===== src/rtl/sad_pkg.sv =====
// Shared types and constants for the SAD block accumulator and its neighbours.
package sad_pkg;

    localparam int unsigned SAD_W_DEF    = 32;
    localparam int unsigned COORD_W_DEF  = 8;
    // Seed value the downstream comparator starts its minimum search from
    localparam int unsigned SAD_MAX_INIT = 32767;

    typedef enum logic [1:0] {
        ST_IDLE  = 2'd0,
        ST_ACCUM = 2'd1,
        ST_DRAIN = 2'd2,
        ST_HOLD  = 2'd3
    } sad_state_t;

    function automatic int unsigned sad_beats(input int unsigned blk_w,
                                              input int unsigned blk_h,
                                              input int unsigned lanes);
        return (blk_w * blk_h) / lanes;
    endfunction

endpackage


===== src/rtl/sad_block_accumulator_if.sv =====
// Pixel-in / result-out handshake bundle for sad_block_accumulator.
// Optional SAD_EARLY_TERM_EN adds threshold_sad and early_term_out.
interface sad_block_accumulator_if #(
    parameter int unsigned PIX_W   = 8,
    parameter int unsigned LANES   = 4,
    parameter int unsigned SAD_W   = sad_pkg::SAD_W_DEF,
    parameter int unsigned COORD_W = sad_pkg::COORD_W_DEF
);

    logic                     start;
    logic [COORD_W-1:0]       cand_row;
    logic [COORD_W-1:0]       cand_column;
    logic                     pix_valid;
    logic                     pix_ready;
    logic [LANES*PIX_W-1:0]   cur_pix;
    logic [LANES*PIX_W-1:0]   ref_pix;
    logic                     sad_valid;
    logic                     sad_ready;
    logic [SAD_W-1:0]         sad_out;
    logic [COORD_W-1:0]       sad_row_out;
    logic [COORD_W-1:0]       sad_column_out;
    logic                     busy;
`ifdef SAD_EARLY_TERM_EN
    logic [SAD_W-1:0]         threshold_sad;
    logic                     early_term_out;
`endif

    modport master (
        output start, cand_row, cand_column, pix_valid, cur_pix, ref_pix, sad_ready,
`ifdef SAD_EARLY_TERM_EN
        output threshold_sad,
        input  early_term_out,
`endif
        input  pix_ready, sad_valid, sad_out, sad_row_out, sad_column_out, busy
    );

    modport slave (
        input  start, cand_row, cand_column, pix_valid, cur_pix, ref_pix, sad_ready,
`ifdef SAD_EARLY_TERM_EN
        input  threshold_sad,
        output early_term_out,
`endif
        output pix_ready, sad_valid, sad_out, sad_row_out, sad_column_out, busy
    );

endinterface


===== src/rtl/sad_abs_diff_tree.sv =====
// Combinational per-lane |cur - ref| summed across all lanes of one beat.
module sad_abs_diff_tree #(
    parameter  int unsigned LANES = 4,
    parameter  int unsigned PIX_W = 8,
    localparam int unsigned SUM_W = PIX_W + $clog2(LANES)
) (
    input  logic [LANES*PIX_W-1:0] i_cur,
    input  logic [LANES*PIX_W-1:0] i_ref,
    output logic [SUM_W-1:0]       o_sum_c
);

    logic [PIX_W-1:0] w_diff [LANES];

    for (genvar g = 0; g < LANES; g++) begin : g_lane
        logic [PIX_W-1:0] w_c;
        logic [PIX_W-1:0] w_r;
        assign w_c       = i_cur[g*PIX_W +: PIX_W];
        assign w_r       = i_ref[g*PIX_W +: PIX_W];
        assign w_diff[g] = (w_c >= w_r) ? (w_c - w_r) : (w_r - w_c);
    end

    always_comb begin
        o_sum_c = '0;
        for (int i = 0; i < LANES; i++) begin
            o_sum_c = o_sum_c + SUM_W'(w_diff[i]);
        end
    end

endmodule


===== src/rtl/sad_block_accumulator.sv =====
// Accumulates the SAD of one candidate block and hands it to the comparator.
// Optional early termination is enabled with `define SAD_EARLY_TERM_EN.
module sad_block_accumulator
    import sad_pkg::*;
#(
    parameter int unsigned PIX_W   = 8,
    parameter int unsigned LANES   = 4,
    parameter int unsigned BLOCK_W = 8,
    parameter int unsigned BLOCK_H = 8,
    parameter int unsigned SAD_W   = SAD_W_DEF,
    parameter int unsigned COORD_W = COORD_W_DEF
) (
    input  logic                    i_clk,
    input  logic                    i_rst,
    sad_block_accumulator_if.slave  io_bus
);

    localparam int unsigned BEATS  = sad_beats(BLOCK_W, BLOCK_H, LANES);
    localparam int unsigned TREE_W = PIX_W + $clog2(LANES);
    localparam int unsigned CNT_W  = (BEATS > 1) ? $clog2(BEATS) : 1;

    if ((BEATS * LANES != BLOCK_W * BLOCK_H) || (BEATS < 1)) begin : g_chk_beats
        $error("BLOCK_W*BLOCK_H must be a non-zero multiple of LANES");
    end
    if (SAD_W < PIX_W + $clog2(BLOCK_W * BLOCK_H)) begin : g_chk_sad_w
        $error("SAD_W too narrow for a full block SAD");
    end

    sad_state_t         r_state;
    sad_state_t         w_state_nxt;
    logic               w_start;
    logic               w_load;
    logic               w_release;
    logic               w_beat_acc;
    logic               w_last_beat;
    logic               w_frozen;
    logic [TREE_W-1:0]  w_tree_sum;
    logic [SAD_W-1:0]   w_acc_nxt;

    logic               r_pix_ready;
    logic               r_busy;
    logic               r_s1_valid;
    logic [TREE_W-1:0]  r_s1_sum;
    logic [SAD_W-1:0]   r_acc;
    logic [CNT_W-1:0]   r_beat;
    logic [COORD_W-1:0] r_row_tag;
    logic [COORD_W-1:0] r_col_tag;
    logic               r_sad_valid;
    logic [SAD_W-1:0]   r_sad_out;
    logic [COORD_W-1:0] r_row_out;
    logic [COORD_W-1:0] r_col_out;

    sad_abs_diff_tree #(
        .LANES (LANES),
        .PIX_W (PIX_W)
    ) u_tree (
        .i_cur   (io_bus.cur_pix),
        .i_ref   (io_bus.ref_pix),
        .o_sum_c (w_tree_sum)
    );

    assign w_beat_acc  = r_pix_ready & io_bus.pix_valid;
    assign w_last_beat = w_beat_acc & (r_beat == CNT_W'(BEATS - 1));
    assign w_acc_nxt   = (r_s1_valid && !w_frozen) ? (r_acc + SAD_W'(r_s1_sum)) : r_acc;

    always_ff @(posedge i_clk or posedge i_rst) begin : p_state
        if (i_rst) r_state <= ST_IDLE;
        else       r_state <= w_state_nxt;
    end

    always_comb begin : p_fsm
        w_state_nxt = r_state;
        w_start     = 1'b0;
        w_load      = 1'b0;
        w_release   = 1'b0;
        case (r_state)
            ST_IDLE: begin
                if (io_bus.start) begin
                    w_start     = 1'b1;
                    w_state_nxt = ST_ACCUM;
                end
            end
            ST_ACCUM: begin
                if (w_last_beat) w_state_nxt = ST_DRAIN;
            end
            // Stage 2 absorbs the last beat this cycle; capture its sum directly
            ST_DRAIN: begin
                w_load      = 1'b1;
                w_state_nxt = ST_HOLD;
            end
            ST_HOLD: begin
                if (io_bus.sad_ready) begin
                    w_release   = 1'b1;
                    w_state_nxt = ST_IDLE;
                end
            end
            default: w_state_nxt = ST_IDLE;
        endcase
    end

    always_ff @(posedge i_clk or posedge i_rst) begin : p_datapath
        if (i_rst) begin
            r_pix_ready <= 1'b0;
            r_busy      <= 1'b0;
            r_s1_valid  <= 1'b0;
            r_s1_sum    <= '0;
            r_acc       <= '0;
            r_beat      <= '0;
            r_row_tag   <= '0;
            r_col_tag   <= '0;
            r_sad_valid <= 1'b0;
            r_sad_out   <= '0;
            r_row_out   <= '0;
            r_col_out   <= '0;
        end else begin
            r_pix_ready <= (w_state_nxt == ST_ACCUM);
            r_busy      <= (w_state_nxt != ST_IDLE);
            r_s1_valid  <= w_beat_acc;
            if (w_beat_acc) r_s1_sum <= w_tree_sum;

            if (w_start) begin
                r_row_tag <= io_bus.cand_row;
                r_col_tag <= io_bus.cand_column;
                r_acc     <= '0;
                r_beat    <= '0;
            end else begin
                r_acc <= w_acc_nxt;
                if (w_beat_acc) r_beat <= r_beat + CNT_W'(1);
            end

            if (w_load) begin
                r_sad_valid <= 1'b1;
                r_sad_out   <= w_acc_nxt;
                r_row_out   <= r_row_tag;
                r_col_out   <= r_col_tag;
            end else if (w_release) begin
                r_sad_valid <= 1'b0;
            end
        end
    end

`ifdef SAD_EARLY_TERM_EN
    logic [SAD_W-1:0] r_thr;
    logic             r_early;

    // Strictly greater: a SAD equal to the threshold can still win the compare
    assign w_frozen = (r_acc > r_thr);

    always_ff @(posedge i_clk or posedge i_rst) begin : p_early
        if (i_rst) begin
            r_thr   <= '0;
            r_early <= 1'b0;
        end else begin
            if (w_start) r_thr <= io_bus.threshold_sad;
            if (w_load)         r_early <= (w_acc_nxt > r_thr);
            else if (w_release) r_early <= 1'b0;
        end
    end

    assign io_bus.early_term_out = r_early;
`else
    assign w_frozen = 1'b0;
`endif

    assign io_bus.pix_ready      = r_pix_ready;
    assign io_bus.busy           = r_busy;
    assign io_bus.sad_valid      = r_sad_valid;
    assign io_bus.sad_out        = r_sad_out;
    assign io_bus.sad_row_out    = r_row_out;
    assign io_bus.sad_column_out = r_col_out;

endmodule


===== src/flat_wrapper.sv =====
// flat-port wrapper written by rule: the top's interface ports become plain ports
module sad_block_accumulator_flat import sad_pkg::*;
#(
    parameter int unsigned PIX_W   = 8,
    parameter int unsigned LANES   = 4,
    parameter int unsigned BLOCK_W = 8,
    parameter int unsigned BLOCK_H = 8,
    parameter int unsigned SAD_W   = SAD_W_DEF,
    parameter int unsigned COORD_W = COORD_W_DEF
)
  (i_clk, i_rst, io_bus_start, io_bus_cand_row, io_bus_cand_column, io_bus_pix_valid, io_bus_cur_pix, io_bus_ref_pix, io_bus_sad_ready, io_bus_pix_ready, io_bus_sad_valid, io_bus_sad_out, io_bus_sad_row_out, io_bus_sad_column_out, io_bus_busy);
  sad_block_accumulator_if #(.PIX_W(PIX_W), .LANES(LANES), .SAD_W(SAD_W), .COORD_W(COORD_W)) io_bus_i ();
  input  logic i_clk;
  input  logic i_rst;
  input wire logic [$bits(io_bus_i.start)-1:0] io_bus_start;
  input wire logic [$bits(io_bus_i.cand_row)-1:0] io_bus_cand_row;
  input wire logic [$bits(io_bus_i.cand_column)-1:0] io_bus_cand_column;
  input wire logic [$bits(io_bus_i.pix_valid)-1:0] io_bus_pix_valid;
  input wire logic [$bits(io_bus_i.cur_pix)-1:0] io_bus_cur_pix;
  input wire logic [$bits(io_bus_i.ref_pix)-1:0] io_bus_ref_pix;
  input wire logic [$bits(io_bus_i.sad_ready)-1:0] io_bus_sad_ready;
  output wire logic [$bits(io_bus_i.pix_ready)-1:0] io_bus_pix_ready;
  output wire logic [$bits(io_bus_i.sad_valid)-1:0] io_bus_sad_valid;
  output wire logic [$bits(io_bus_i.sad_out)-1:0] io_bus_sad_out;
  output wire logic [$bits(io_bus_i.sad_row_out)-1:0] io_bus_sad_row_out;
  output wire logic [$bits(io_bus_i.sad_column_out)-1:0] io_bus_sad_column_out;
  output wire logic [$bits(io_bus_i.busy)-1:0] io_bus_busy;
  assign io_bus_i.start = io_bus_start;
  assign io_bus_i.cand_row = io_bus_cand_row;
  assign io_bus_i.cand_column = io_bus_cand_column;
  assign io_bus_i.pix_valid = io_bus_pix_valid;
  assign io_bus_i.cur_pix = io_bus_cur_pix;
  assign io_bus_i.ref_pix = io_bus_ref_pix;
  assign io_bus_i.sad_ready = io_bus_sad_ready;
  assign io_bus_pix_ready = io_bus_i.pix_ready;
  assign io_bus_sad_valid = io_bus_i.sad_valid;
  assign io_bus_sad_out = io_bus_i.sad_out;
  assign io_bus_sad_row_out = io_bus_i.sad_row_out;
  assign io_bus_sad_column_out = io_bus_i.sad_column_out;
  assign io_bus_busy = io_bus_i.busy;
  sad_block_accumulator #(.PIX_W(PIX_W), .LANES(LANES), .BLOCK_W(BLOCK_W), .BLOCK_H(BLOCK_H), .SAD_W(SAD_W), .COORD_W(COORD_W)) u_core (.i_clk(i_clk), .i_rst(i_rst), .io_bus(io_bus_i));
endmodule

===== config.mk =====
export PLATFORM = sky130hd
export DESIGN_NAME = sad_block_accumulator_flat
export DESIGN_NICKNAME = d
export VERILOG_FILES = /design/src/rtl/sad_pkg.sv /design/src/rtl/sad_block_accumulator_if.sv /design/src/rtl/sad_abs_diff_tree.sv /design/src/rtl/sad_block_accumulator.sv /design/src/flat_wrapper.sv
export SDC_FILE = /design/constraint.sdc
export NUM_CORES = 1
export LEC_CHECK = 0
export ABC_AREA = 1
export CAP_MARGIN = 0
export CORE_MARGIN = 10
export CORE_UTILIZATION = 42
export DETAILED_ROUTE_END_ITERATION = 12
export GPL_ROUTABILITY_DRIVEN = 0
export PLACE_DENSITY = 0.73
export SYNTH_ARGS = -nofsm -noshare
export SYNTH_HDL_FRONTEND = slang
export SYNTH_SLANG_ARGS = --single-unit

===== constraint.sdc =====
create_clock -name i_clk -period 4 [get_ports i_clk]
set_input_delay 1 -clock i_clk [delete_from_list [all_inputs] [get_ports i_clk]]
set_output_delay 1 -clock i_clk [all_outputs]
set_load 0.01 [all_outputs]

==> flow_summary.toml <==
[sta]
skew_ns = 0.00976
min_period_ns = 4.37
max_slew_margin = 0.606
hold_viol_final = 0
drv_slew = 0
tightestPinTransition_ns = 0.591
rsz0062_at_grt = "yes"
clock.fmax_mhz = 229
setup_violations = 7
layout_setup_ws_ns = -0.366
finalCritPeriodShare = 1.09

[grt]
grt_pass1_vias = 9235
grt-ovfl-total = 0
antenna_found_initial = 0
grt_max_degree = 58
grt_usage = 0.174
grt_pass1_wl_um = 41900

[yosys]
ys_top_cells_by_area = "dfrtp_1 32%, nand2_1 17%, ha_1 11%"
synth_enable_flop_cells = 0
syn-mean-instance-area_um2 = 7.19
yosys_warnings = 0
syn-num-nets = 1464
synth_cell_type_count = 45
ys_ff_latch = 116
seq_area_frac_synth = 0.317
synthFlopType = "dfrtp_1"
netlist.area_leader.share = 0.317
synthArstFlopShare = 1.00
netlist_instances = 1274
syn_area_mm2 = 0.00916
yosys.area.top_type = "dfrtp_1"

[clocking]
clock_latency_ns = 0.42
clockBufferDepth = 2
cts.clk_slew.worst_paths_ns = 0.06
tritoncts = "built"
postCtsHoldBufs = 0
clock_sinks = 116
h-tree-depth = 4
clock-root-buffer = "clkbuf_16"
cts_buffers = 17

[route]
vias = 8937
wl_per_cell_um = 13.3
drtIter0Drc = 538
drc = 0
viasPerCell = 4.84
finalWirelength_um = 24600
dr.pass1.iters = 5
ant_nets = 0

[finish]
final_common_cell = "nand2_1"
nets = 1748
finalCoreUtilization = 0.621
stdcell_count = 1846
syn_to_final_growth_pct = 43.8
n_antenna_cell = 0
mostFrequentLayoutCells = "393 x nand2_1, 179 x inv_1, 153 x buf_4"
final_layout_size_suffix_gt1_frac = 0.241

[floorplanning]
die-area_mm2 = 0.0281
io-pin-count = 136
initial_core_util = 0.432
die_w_um = 168
die_h_um = 168
rows = 53
core_area_mm2 = 0.0212

[status]
status = "finished, violations left"
violations = "negative setup slack"

[pwr]
seqPwrFrac = 0.222
p_clk_frac = 0.193
p_comb_frac = 0.585
power.density_mw_per_mm2 = 620
ir_drop_mv = 0.412
swShare = 0.408
power.internal_mw = 4.84
leakage_nw = 6.94
power_switching_mw = 3.33

[setup_path]
max_stage_delay_ns = 0.52
crit-reg2reg-launch = "u_core.r_acc[0]"
crit_slowest_cell = "fa_1"
cp-start-kind = "input pin"
worstSetupPathType = "input pin to flop"
crit_fanout = 5
worst_setup_path_end_kind = "flop"
worstPathArrival_ns = 4.65
worstPathRequired_ns = 4.29
path_cells = "dlygate4sd2_1 > ha_4 > inv_2 > nor3_4 > nand4_1 > nand3_4 > inv_4 > nand2_1 > nand2_2 > fa_1 > inv_2 > fa_1 > inv_2 > ha_4 > fa_2 > nand3_2 > nand3_2 > nand2_2 > nand2_2 > a21oi_2 > xor2_1 > o21ai_1"
crit_start = "io_bus_cur_pix[15]"

[place]
dp_hpwl_um = 18800
pre_cts_ws_ns = -1.28
numPortBuffers = 135
post-place-cells = 1796

[flow_run]
max_cap_viol_count = 0

[worst_hold_path]
min-delay-start = "u_core.io_bus.sad_row_out[3]"
min_path_type = "flop to flop"
path summary, 6_finish.rpt:
check	slack, ns	cells past startpoint	end
max reg2reg	1.73	13	u_core.io_bus.sad_out[26]
min	0.47	2	u_core.io_bus.sad_row_out[3]
min in group asynchronous	0.93	2	u_core.io_bus.sad_out[22]
min reg2reg	0.47	2	u_core.io_bus.sad_row_out[3]
max	-0.37	22	u_core.r_s1_sum[7]
max in group asynchronous	2.26	3	u_core.io_bus.sad_row_out[2]
what timing repair did:
item,CTS,global route
pin swaps,50,66
setup buffers,13,5
endpoints found under the setup margin,8,8
resized for setup,169,81
flip-flops by register name, indices dropped and copies added, names as in the netlist, 2 cells and up:
signal,count
u_core.io_bus.sad_column_out,8
u_core.io_bus.sad_out,32
u_core.io_bus.sad_row_out,8
u_core.r_acc,32
u_core.r_beat,4
u_core.r_col_tag,8
u_core.r_row_tag,8
u_core.r_s1_sum,10
u_core.r_state,2
synth_stat cells (7+ instances only):
cell      instances
dfrtp_1         116
nor2_1           64
buf_2             8
a21o_1           10
xor2_1           26
a21oi_1          61
nand3_1          56
a31oi_1           7
ha_1             80
inv_1           217
o21ai_0          51
nand2_1         419
nand2_2           7
xnor2_1           9
clkbuf_1         16
o21bai_1          9
fa_1             25
nand4_1          19
nor3_1            9
power groups by stage:
stage                     clock network, mW  registers [mW]  logic, mW
after floorplan                           0            1.85       2.72
after global placement                    0            1.81       4.20
after detailed placement                  0            1.82       4.32
after CTS                              1.60            1.81       4.58
after global routing                   1.66            1.87       5.33
final                                  1.58            1.81       4.77
area by class of cell:
class	instances	area [um^2]
tap	275	344
sequential	116	2900
inverter	224	877
timing repair buffer	299	2530
clock inverter	15	196
multi-input combinational	900	5890
fill	1818	8050
clock buffer	17	425
per-stage QoR:
step	power (mW)	setup TNS, ns	cell area [um^2]	hold slack [ns]
3_5_place_dp	6.15	-9.09	12000	0.457
3_3_place_gp	6.02	-8.21	12000	0.455
4_1_cts	7.98	-1.98	13000	0.469
6_report	8.16	-1.68	13200	0.468
2_1_floorplan	4.57	-1.58	9370	0.446
5_1_grt	8.86	-3.06	13200	0.496
worst max-delay path: cells and delay by family:
| kind | cells | cell delay, ns |
|---|---|---|
| xor+xnor | 1 | 0.16 |
| simple gates | 9 | 0.99 |
| fa+ha+maj | 5 | 1.83 |
| buf+inv | 5 | 0.46 |
| compound gates | 2 | 0.21 |
cells by family after synthesis:
group | share of synthesized area
compound gates | 0.0983
xor+xnor | 0.0335
fa+ha+maj | 0.164
buf+inv | 0.110
flops | 0.317
mux | 0.00219
simple gates | 0.276
layer usage:
metal	track usage	part of all wire	vias up
li1	-	-	4533
met1	0.198	0.42	4182
met2	0.324	0.52	189
met3	0.0391	0.045	33
met4	0.0379	0.013	0
met5	0	0	-
(Power assumes the default switching activity.)
